## src/rtl/rr_mux_arb_if.sv

```systemverilog
// Handshake bundle between N producers, the arbiter and a single consumer.
// master: the producer/consumer side; slave: the arbiter.
interface rr_mux_arb_if #(
   parameter int unsigned N     = 3,
   parameter int unsigned WIDTH = 16
);
   localparam int unsigned SW = $clog2(N);

   logic [1:0]         mode;
   logic [SW-1:0]      sel;
   logic [N-1:0]       in_valid;
   logic [N*WIDTH-1:0] in_data;
   logic [N-1:0]       in_ready;
   logic               out_valid;
   logic [WIDTH-1:0]   out_data;
   logic [SW-1:0]      out_src;
   logic               out_ready;

   modport master (
      output mode, sel, in_valid, in_data, out_ready,
      input  in_ready, out_valid, out_data, out_src
   );

   modport slave (
      input  mode, sel, in_valid, in_data, out_ready,
      output in_ready, out_valid, out_data, out_src
   );
endinterface

```

## src/rtl/rr_mux_arb.sv

```systemverilog
// N-way registered mux/arbiter: explicit select, round-robin or fixed priority
// selection into a one-entry output register with valid/ready on both sides.
module rr_mux_arb #(
   parameter int unsigned N     = 3,
   parameter int unsigned WIDTH = 16
) (
   input logic         clk,
   input logic         reset,
   rr_mux_arb_if.slave bus
);
   localparam int unsigned SW = $clog2(N);

   logic [N-1:0]     grant;
   logic [SW-1:0]    grant_idx;
   logic [WIDTH-1:0] grant_data;
   logic             any_grant;
   logic             found;
   logic             free;

   logic             out_valid_q;
   logic [WIDTH-1:0] out_data_q;
   logic [SW-1:0]    out_src_q;
   logic [SW-1:0]    rr_ptr_q;

   // Pick at most one requester according to the current mode.
   always_comb begin
      grant = '0;
      found = 1'b0;
      case (bus.mode)
         2'd0: begin
            // sel >= N matches no channel, so no grant.
            for (int i = 0; i < int'(N); i++) begin
               if (bus.sel == SW'(i)) grant[i] = bus.in_valid[i];
            end
         end
         2'd1: begin
            // First pass covers rr_ptr..N-1, second pass wraps to 0..rr_ptr-1.
            for (int i = 0; i < int'(N); i++) begin
               if (!found && i >= int'(rr_ptr_q) && bus.in_valid[i]) begin
                  grant[i] = 1'b1;
                  found    = 1'b1;
               end
            end
            for (int i = 0; i < int'(N); i++) begin
               if (!found && bus.in_valid[i]) begin
                  grant[i] = 1'b1;
                  found    = 1'b1;
               end
            end
         end
         default: begin
            for (int i = 0; i < int'(N); i++) begin
               if (!found && bus.in_valid[i]) begin
                  grant[i] = 1'b1;
                  found    = 1'b1;
               end
            end
         end
      endcase
   end

   // Encode the one-hot grant and steer the granted channel's data.
   always_comb begin
      grant_idx  = '0;
      grant_data = '0;
      for (int i = 0; i < int'(N); i++) begin
         if (grant[i]) begin
            grant_idx  = SW'(i);
            grant_data = bus.in_data[i*WIDTH +: WIDTH];
         end
      end
   end

   assign any_grant     = |grant;
   assign free          = !out_valid_q || bus.out_ready;
   assign bus.in_ready  = (reset && free) ? grant : '0;
   assign bus.out_valid = out_valid_q;
   assign bus.out_data  = out_data_q;
   assign bus.out_src   = out_src_q;

   // Output register and round-robin pointer; load, drain or hold on stall.
   always_ff @(posedge clk) begin
      if (!reset) begin
         out_valid_q <= 1'b0;
         out_data_q  <= '0;
         out_src_q   <= '0;
         rr_ptr_q    <= '0;
      end else if (free) begin
         if (any_grant) begin
            out_valid_q <= 1'b1;
            out_data_q  <= grant_data;
            out_src_q   <= grant_idx;
            if (bus.mode == 2'd1) begin
               rr_ptr_q <= (grant_idx == SW'(N - 1)) ? '0 : grant_idx + 1'b1;
            end
         end else begin
            out_valid_q <= 1'b0;
         end
      end
   end
endmodule
```

## src/flat_wrapper.sv

```systemverilog
// flat-port wrapper written by rule: the top's interface ports become plain ports
module rr_mux_arb_flat 
#(
   parameter int unsigned N     = 3,
   parameter int unsigned WIDTH = 16
)
  (clk, reset, bus_mode, bus_sel, bus_in_valid, bus_in_data, bus_out_ready, bus_in_ready, bus_out_valid, bus_out_data, bus_out_src);
  rr_mux_arb_if #(.N(N), .WIDTH(WIDTH)) bus_i ();
  input logic clk;
  input logic reset;
  input wire logic [$bits(bus_i.mode)-1:0] bus_mode;
  input wire logic [$bits(bus_i.sel)-1:0] bus_sel;
  input wire logic [$bits(bus_i.in_valid)-1:0] bus_in_valid;
  input wire logic [$bits(bus_i.in_data)-1:0] bus_in_data;
  input wire logic [$bits(bus_i.out_ready)-1:0] bus_out_ready;
  output wire logic [$bits(bus_i.in_ready)-1:0] bus_in_ready;
  output wire logic [$bits(bus_i.out_valid)-1:0] bus_out_valid;
  output wire logic [$bits(bus_i.out_data)-1:0] bus_out_data;
  output wire logic [$bits(bus_i.out_src)-1:0] bus_out_src;
  assign bus_i.mode = bus_mode;
  assign bus_i.sel = bus_sel;
  assign bus_i.in_valid = bus_in_valid;
  assign bus_i.in_data = bus_in_data;
  assign bus_i.out_ready = bus_out_ready;
  assign bus_in_ready = bus_i.in_ready;
  assign bus_out_valid = bus_i.out_valid;
  assign bus_out_data = bus_i.out_data;
  assign bus_out_src = bus_i.out_src;
  rr_mux_arb #(.N(N), .WIDTH(WIDTH)) u_core (.clk(clk), .reset(reset), .bus(bus_i));
endmodule
```

## config.mk

```make
export PLATFORM = sky130hd
export DESIGN_NAME = rr_mux_arb_flat
export DESIGN_NICKNAME = d
export VERILOG_FILES = /design/src/rtl/rr_mux_arb_if.sv /design/src/rtl/rr_mux_arb.sv /design/src/flat_wrapper.sv
export SDC_FILE = /design/constraint.sdc
export NUM_CORES = 1
export LEC_CHECK = 0
export CORE_MARGIN = 1.5
export CORE_UTILIZATION = 32
export DETAILED_ROUTE_END_ITERATION = 8
export PLACE_DENSITY = 0.83
export SLEW_MARGIN = 20
export SYNTH_ARGS = -nofsm -noshare
export SYNTH_HDL_FRONTEND = slang
export SYNTH_SLANG_ARGS = --single-unit
```

## constraint.sdc

```tcl
create_clock -name clk -period 1.7 [get_ports clk]
set_input_delay 0.255 -clock clk [delete_from_list [all_inputs] [get_ports clk]]
set_output_delay 0.255 -clock clk [all_outputs]
set_load 0.03 [all_outputs]
```

=== After elaboration in Yosys (flattened, before gate mapping) ===
Cells that the tools add are included.

* Add/sub/neg operators: 1
* Order comparisons: 3
* Muxes and demuxes: 33
* Reductions and logical operators: 26
* Equal/unequal tests: 4

{| class="wikitable"
|+ Operators by type and width
! kind !! number
|-
| 2-to-1 mux 16 bit || 3
|-
| 2-to-1 mux 1 bit || 26
|-
| logical AND 1 bit || 11
|-
| zero test 1 bit || 8
|-
| case mux 3 bit (2 select lines) || 1
|-
| == test 2 x 1 -> 1 bit (second input constant) || 2
|-
| == test 2 bit (second input constant) || 2
|-
| greater-or-equal comparator 1 x 2 -> 1 bit (first input constant) || 2
|-
| zero test 2 bit || 2
|-
| 2-to-1 mux 2 bit || 2
|-
| 2-to-1 mux 3 bit || 1
|-
| AND reduction 3 bit || 1
|-
| OR reduction 3 bit || 1
|-
| adder 2 x 1 -> 2 bit (second input constant) || 1
|-
| greater-or-equal comparator 2 bit (first input constant) || 1
|-
| AND reduction 2 bit || 1
|-
| OR reduction 2 bit || 1
|-
| logical OR 1 bit || 1
|}

* Register bits after elaboration: 21
* Input bits: 58
* Output and inout port bits: 22
* Logic and storage cells: 71

=== Longest topological paths before layout ===
Gate-level depths: netlist of run 1.

* Depth in word-level cells: 30
* Gate-level depth with buffers: 8
* Gate-level depth less buffers: 6

=== Least setup slack after synthesis of run 1 ===
Ideal clock, no wire load.

* Path kind: input-to-output
* Start: in bus_mode[0]
* End: out bus_in_ready[1]
* Arrival time: 1.744 ns
* Data required time: 1.445 ns
* Stages on the path: 6
* Setup slack: -0.299 ns
* Buffers on the path: 2
* Path through: nor2b_1 a32o_1 buf_2 buf_1 nand2_1 nor2_1

* Word-level cells in the longest chain between the ends: 3
* Elaborated cells between the ends (all ways): 4
* Those cells by class: eq/ne: 1; mux: 2; reduce/logical: 1

{| class="wikitable"
|+ RTL lines
! item !! line !! source
|-
| start: declaration || flat_wrapper.sv:11 || <nowiki>input wire logic [$bits(bus_i.mode)-1:0] bus_mode;</nowiki>
|-
| == test 2 x 1 -> 1 bit / zero test 2 bit (equally long branches) || n/a ||
|-
| case mux 3 bit (2 select lines) (*) || rr_mux_arb.sv:29 || <nowiki>case (bus.mode)</nowiki>
|-
| 2-to-1 mux 3 bit (*) || rr_mux_arb.sv:76 || <nowiki>assign bus.in_ready = (reset && free) ? grant : '0;</nowiki>
|-
| end: declaration || flat_wrapper.sv:16 || <nowiki>output wire logic [$bits(bus_i.in_ready)-1:0] bus_in_ready;</nowiki>
|}

Every way passes the cells marked *; elsewhere a longest branch is shown, timed or not.

=== Worst setup path after layout of run 1 ===
* Start: reg u_core.rr_ptr_q[0]
* End: reg u_core.rr_ptr_q[1]

* Word-level cells in the longest chain between the ends: 29
* Elaborated cells between the ends (all ways): 39
* Those cells by class: add/sub: 1; order compare: 3; eq/ne: 1; mux: 19; reduce/logical: 15

{| class="wikitable"
|+ RTL lines
! item !! line !! source
|-
| start: declaration || rr_mux_arb.sv:23 || <nowiki>logic [SW-1:0] rr_ptr_q;</nowiki>
|-
| start signal: assignment || rr_mux_arb.sv:94 || <nowiki>rr_ptr_q <= (grant_idx == SW'(N - 1)) ? '0 : grant_idx + 1'b1;</nowiki>
|-
| greater-or-equal comparator 1 x 2 -> 1 bit || rr_mux_arb.sv:39 || <nowiki>if (!found && i >= int'(rr_ptr_q) && bus.in_valid[i]) begin</nowiki>
|-
| logical AND 1 bit || rr_mux_arb.sv:39 ||
|-
| 2-to-1 mux 1 bit || rr_mux_arb.sv:39 ||
|-
| 2-to-1 mux 1 bit || rr_mux_arb.sv:29 ||
|-
| zero test 1 bit || rr_mux_arb.sv:39 ||
|-
| logical AND 1 bit (2 in a row) || rr_mux_arb.sv:39 ||
|-
| 2-to-1 mux 1 bit || rr_mux_arb.sv:39 ||
|-
| 2-to-1 mux 1 bit || rr_mux_arb.sv:29 ||
|-
| [... 12 more ...] || n/a ||
|-
| 2-to-1 mux 1 bit || rr_mux_arb.sv:29 ||
|-
| zero test 1 bit || rr_mux_arb.sv:45 || <nowiki>if (!found && bus.in_valid[i]) begin</nowiki>
|-
| logical AND 1 bit || rr_mux_arb.sv:45 ||
|-
| 2-to-1 mux 1 bit || rr_mux_arb.sv:45 ||
|-
| case mux 3 bit (2 select lines) (*) || rr_mux_arb.sv:29 ||
|-
| 2-to-1 mux 2 bit || rr_mux_arb.sv:67 || <nowiki>if (grant[i]) begin</nowiki>
|-
| adder 2 x 1 -> 2 bit / == test 2 bit (equally long branches) || rr_mux_arb.sv:94 ||
|-
| 2-to-1 mux 2 bit || rr_mux_arb.sv:94 ||
|}

Every way passes the cells marked *; elsewhere a longest branch is shown, timed or not. The select of a mux whose other input is x is not followed.
A chain may end at the register's enable or synchronous reset.

==> metrics.cfg, run 1 <==
[outcome]
status=finished, violations left
violations=negative setup slack

[finish]
n_fill_cell=267
multi_input_area_um2=1060
regArea_um2=425
layout.nets=303
num_antenna_cells=0
syn_to_final_growth_pct=114
drive_gt1_share_pct=37.3

[worst_setup_path]
crit_fanout=6
r2r_end=u_core.rr_ptr_q[1]
arrival_ns=1.99
rrSetupSlack_ns=-0.13
cp.required_ns=1.86
ff2ff_path_depth=9
criticalPathCategory=flop to flop
worstSetupStartpointType=flop
crit-reg2reg-launch=u_core.rr_ptr_q[0]
worstSetupEndpointType=flop

[power_and_ir_drop]
irDropWorstVdd_mv=0.482
p_per_area_nw_per_um2=702
p_leak_nw=0.934

[die]
die_area_um2=4230
rows=22
initial_utilization_pct=33.4
die_y_um=65.1
core-area_um2=3690
io-pin-count=80
die_x_um=65.1

[timing]
rsz0062_at_grt=true
setup_slack_ns=-0.127
setup_viol=19
slew_headroom_pct=77.6
max_freq_ghz=0.547
skew_ns=0.00200
tightest_slew_ns=0.335
period_share_pct=107
min_period_ns=1.83
slew_violations=0
final_hold_viol_count=0
fin_setup_tns_ns=-1.55

[drt]
wire_per_inst_um=18.3
ant_nets=0
drt_iter0_drc=66
drt_pre_antenna_iters=4
wirelength_um=5340
vias=1631
viasPerCell=5.59
drc_errors=0

[synthesis]
yosys.cell_types.count=31
synth_nets=202
avgSynthCellArea_um2=8.56
yosysTopAreaCellShare_pct=34.1
ys_top_cells_by_count=nand2_1, dfxtp_1, a21oi_1, a32oi_1
synthCells=144
syn_area_um2=1230
synth.area.top_cells=dfxtp_1, a32oi_1, a311oi_2
async_flop_share_pct=0
synth_edf_count=0
ys.flop_type=dfxtp_1
ys_seq_elements=21
ys_seq_area_share_pct=34.1
yosys_warnings=0
synth_area_leader_cell=dfxtp_1
post-synth-top-count-cell=nand2_1

[clocking]
hold_buffers=0
cts_buffers=3
cts_sinks=21
cts_tree=done
cts_buffer_depth=2
cts-root-buf=clkbuf_8
clkLatencyLatePin_ns=0.25
h-tree-depth=1
path_clk_slew_ns=0.08

[min_path]
whs_endpoint=u_core.bus.out_src[1]
hold_depth=2
worst_hold_startpoint=u_core.bus.out_src[1]
hp-class=flop to flop

[grt]
overflow=0
grt_first_pass_wirelength_um=7830
grt_max_degree=21
grt_usage_pct=23.3
grt_pass1_vias=1561
antenna_found_initial=0

[job]
max-cap-violations=0

[placed_design]
preCtsSetupSlack_ns=-0.529
portBuffers=79
gp_congestion=0.765
dp_hpwl_um=3060

-- state kept, by name, summed over array words and instances, names as in the netlist --
signal,cells
u_core.rr_ptr_q,2
u_core.bus.out_src,2
u_core.bus.out_data,16
u_core.bus.out_valid,1
-- worst max-delay path: stages (launching register included) --
cell and delay, ns:
dfxtp_4 0.37, nand2b_4 0.15, a21oi_4 0.20, o2bb2ai_4 0.10, buf_6 0.12, buf_4 0.14, buf_12 0.12, nor2_1 0.15
o21ai_0 0.15, a21oi_1 0.21
-- what timing repair did --
| action | CTS | global route |
|---|---|---|
| cloned | 3 | 0 |
| pin swaps | 9 | 12 |
| buffers inserted | 6 | 1 |
| resized for setup | 57 | 34 |
| endpoints found under the setup margin | 24 | 20 |
-- metrics by stage --
stage	hold WS, ns	power (mW)	util [%]	cells	area, um^2
2_1_floorplan	0.391	0.969	-	144	1260
3_3_place_gp	0.463	1.30	59.8	279	2210
3_5_place_dp	0.468	1.31	59.8	279	2210
4_1_cts	0.478	1.71	65.8	291	2430
5_1_grt	0.491	1.94	71.6	292	2640
6_report	0.479	1.85	71.6	292	2640
-- cells in the final DEF (no fill, tap or decap), types with 3 or more instances in the layout --
master	n
a32oi_1	16
nor2_1	4
buf_4	21
buf_6	8
dlygate4sd2_1	3
a311oi_2	15
dfxtp_1	19
buf_12	3
clkbuf_8	3
a21oi_4	14
clkdlybuf4s50_1	69
and2_4	4
o21ai_0	3
a21oi_2	3
nand2_1	23
-- metal layers --
| layer | part of all wire, % | track usage (%) | vias to the layer above |
|---|---|---|---|
| met5 | 0 | 0 | - |
| met4 | 0.99 | 4.95 | 0 |
| met3 | 4.7 | 4.17 | 6 |
| met2 | 52 | 37.8 | 54 |
| met1 | 42 | 32.5 | 802 |
| li1 | - | - | 769 |
-- worst max path at each step --
stage | startpoint | to | slack (ns) | depth (start not counted)
6_report | u_core.rr_ptr_q[0] | u_core.rr_ptr_q[1] | -0.13 | 9
5_1_grt | u_core.rr_ptr_q[1] | u_core.rr_ptr_q[1] | -0.21 | 9
4_1_cts | bus_mode[1] | bus_in_ready[2] | -0.07 | 7
3_5_place_dp | bus_mode[0] | u_core.bus.out_data[15] | -0.53 | 8
3_3_place_gp | bus_mode[0] | bus_in_ready[2] | -0.52 | 7
2_1_floorplan | bus_mode[0] | u_core.bus.out_data[0] | -0.06 | 8
-- logic make-up after synthesis --
logic type | synth area share, %
flip-flops | 34.1
AO/OA/AOI/OAI | 43.6
buffers and inverters | 6.60
AND/OR/NAND/NOR | 15.7
-- power breakdown --
part	switching, mW	internal, mW
combinational	0.452	0.467
clock	0.166	0.163
sequential	0.0574	0.549
total	0.675	1.18
-- cell type report --
type	instances	share of cell area, %
Multi-Input combinational cell	111	40.0
Timing Repair Buffer	107	39.7
Sequential cell	21	16.1
Tap cell	48	2.27
Clock buffer	3	1.56
Clock inverter	1	0.189
Inverter	1	0.142
(Power assumes the default switching activity.)
==> run 2: changes to the inputs <==
Settings changed: PLACE_DENSITY 0.83 to 0.78.
==> metrics.cfg, run 2 (same netlist as run 1, synthesis figures left out) <==
[placed_design]
portBuffers=79
dp_hpwl_um=3170
preCtsSetupSlack_ns=-0.635
dp_cells=281
gp_congestion=0.799

[worst_setup_path]
crit_chain=buf_6 > or4b_4 > o31ai_4 > o2bb2ai_2 > buf_6 > nor2b_4 > buf_6
worstSetupStartpointType=input port
rrSetupSlack_ns=-0.05
slowest_delay_ns=0.55
worstSetupEndpointType=output port
cpMaxStageDelayCell=or4b_4
criticalPathCategory=input port to output port
r2r_end=u_core.bus.out_data[12]
cp.required_ns=1.44
arrival_ns=1.55
ff2ff_path_depth=7
crit_fanout=2
cp_top_family=simple AND/OR/NAND/NOR gates
crit_path_frequent_cell=buf_6
crit-reg2reg-launch=u_core.rr_ptr_q[0]
path_buf_inv=3

[power_and_ir_drop]
p_per_area_nw_per_um2=704
irDropWorstVdd_mv=0.402
p_leak_nw=0.909

[clocking]
cts_sinks=21
cts_buffers=3
hold_buffers=0
clkLatencyLatePin_ns=0.25
cts_buffer_depth=2
h-tree-depth=1
cts-root-buf=clkbuf_8
path_clk_slew_ns=0.08
cts_tree=done

[timing]
final_hold_viol_count=0
rsz0062_at_grt=true
tightest_slew_ns=0.328
max_freq_ghz=0.555
slew_violations=0
skew_ns=0.00477
setup_slack_ns=-0.102
hold_ws_ns=0.481
min_period_ns=1.80
setup_viol=18
period_share_pct=106
slew_headroom_pct=78.1

[finish]
drive_gt1_share_pct=35.8
syn_to_final_growth_pct=102
largest_reg_flops=16
layout.nets=305
num_antenna_cells=0
layout.cells.most_common=clkdlybuf4s50_1
final_cell_count_no_fill=294
final_cell_mix=clkdlybuf4s50_1, buf_4, nand2_1

[min_path]
whs_endpoint=u_core.bus.out_src[1]
hold_depth=2
worst_hold_startpoint=u_core.bus.out_src[1]
hp-class=flop to flop

[drt]
wirelength_um=5010
viasPerCell=5.50
drt_iter0_drc=105
drt_pre_antenna_iters=4
wire_per_inst_um=17.0
ant_nets=0
vias=1616
drc_errors=0

[die]
die_area_um2=4230
die_x_um=65.1
rows=22
core-area_um2=3690
io-pin-count=80
initial_utilization_pct=33.4
die_y_um=65.1

[job]
max-cap-violations=0

[grt]
antenna_found_initial=0
grt_usage_pct=22.4
grt_first_pass_wirelength_um=7470
grt_max_degree=21
grt_pass1_vias=1560
overflow=0

[outcome]
violations=negative setup slack
status=finished, violations left

==> run 2: cell types whose count changed in the layout (fill, tap and decap cells not counted), sizes merged <==
cell,before,now
and2,4,3
buf,35,38
==> run 2: worst reg2reg max path, stage by stage (launching register included) <==
cell,delay (ns)
dfxtp_4,0.38
o21ai_1,0.07
o2111ai_1,0.18
nand2_1,0.12
buf_6,0.13
a211o_4,0.34
and2_4,0.19
a311oi_2,0.26
==> run 2: per-stage QoR <==
step                power (mW)  cell area, um^2  setup TNS [ns]  utilization, %
floorplan                0.969             1260          -0.577               -
global placement          1.30             2210          -11.90            59.9
finish                    1.76             2490          -0.599            67.6
global route              1.84             2490           -1.81            67.6
detailed placement        1.31             2210          -13.62            59.9
CTS                       1.69             2380          -0.922            64.5
==> run 2: area by class of cell <==
class	instances	area (um^2)
inverters	1	3.75
multi-input cells	110	913
flip-flops and latches	21	425
repair buffers	110	1050
clock inverters	1	5.00
clock buffers	3	41.3
fillers	310	1190
well taps	48	60.1
==> run 2: worst max path at each step <==
stage / start / endpoint / cells after the start
after floorplan: bus_mode[0] / u_core.bus.out_data[0] / 8
after global placement: bus_mode[0] / u_core.bus.out_data[12] / 7
after detailed placement: bus_mode[0] / u_core.bus.out_data[0] / 7
after CTS: bus_sel[0] / bus_in_ready[2] / 7
after global routing: u_core.rr_ptr_q[0] / bus_in_ready[0] / 7
final: bus_sel[0] / bus_in_ready[2] / 7
==> run 2: timing repair <==
item | CTS | global route
buffers inserted | 6 | 1
setup endpoints to repair | 24 | 22
cloned | 2 | 0
gates resized for setup | 41 | 27
pin swaps | 5 | 8
==> run 2: layer usage <==
layer / routed length [um] / share of wire (%) / global-route usage [%]
met5: 0 / 0 / 0
met4: 19 / 0.38 / 4.69
met3: 246 / 4.9 / 3.65
met2: 2560 / 51 / 39.0
met1: 2180 / 43 / 29.3
==> run 2: power breakdown <==
part | leakage [nW] | internal (mW) | switching (mW)
Clock | 0.0255 | 0.163 | 0.160
Sequential | 0.175 | 0.549 | 0.0426
Combinational | 0.708 | 0.428 | 0.413
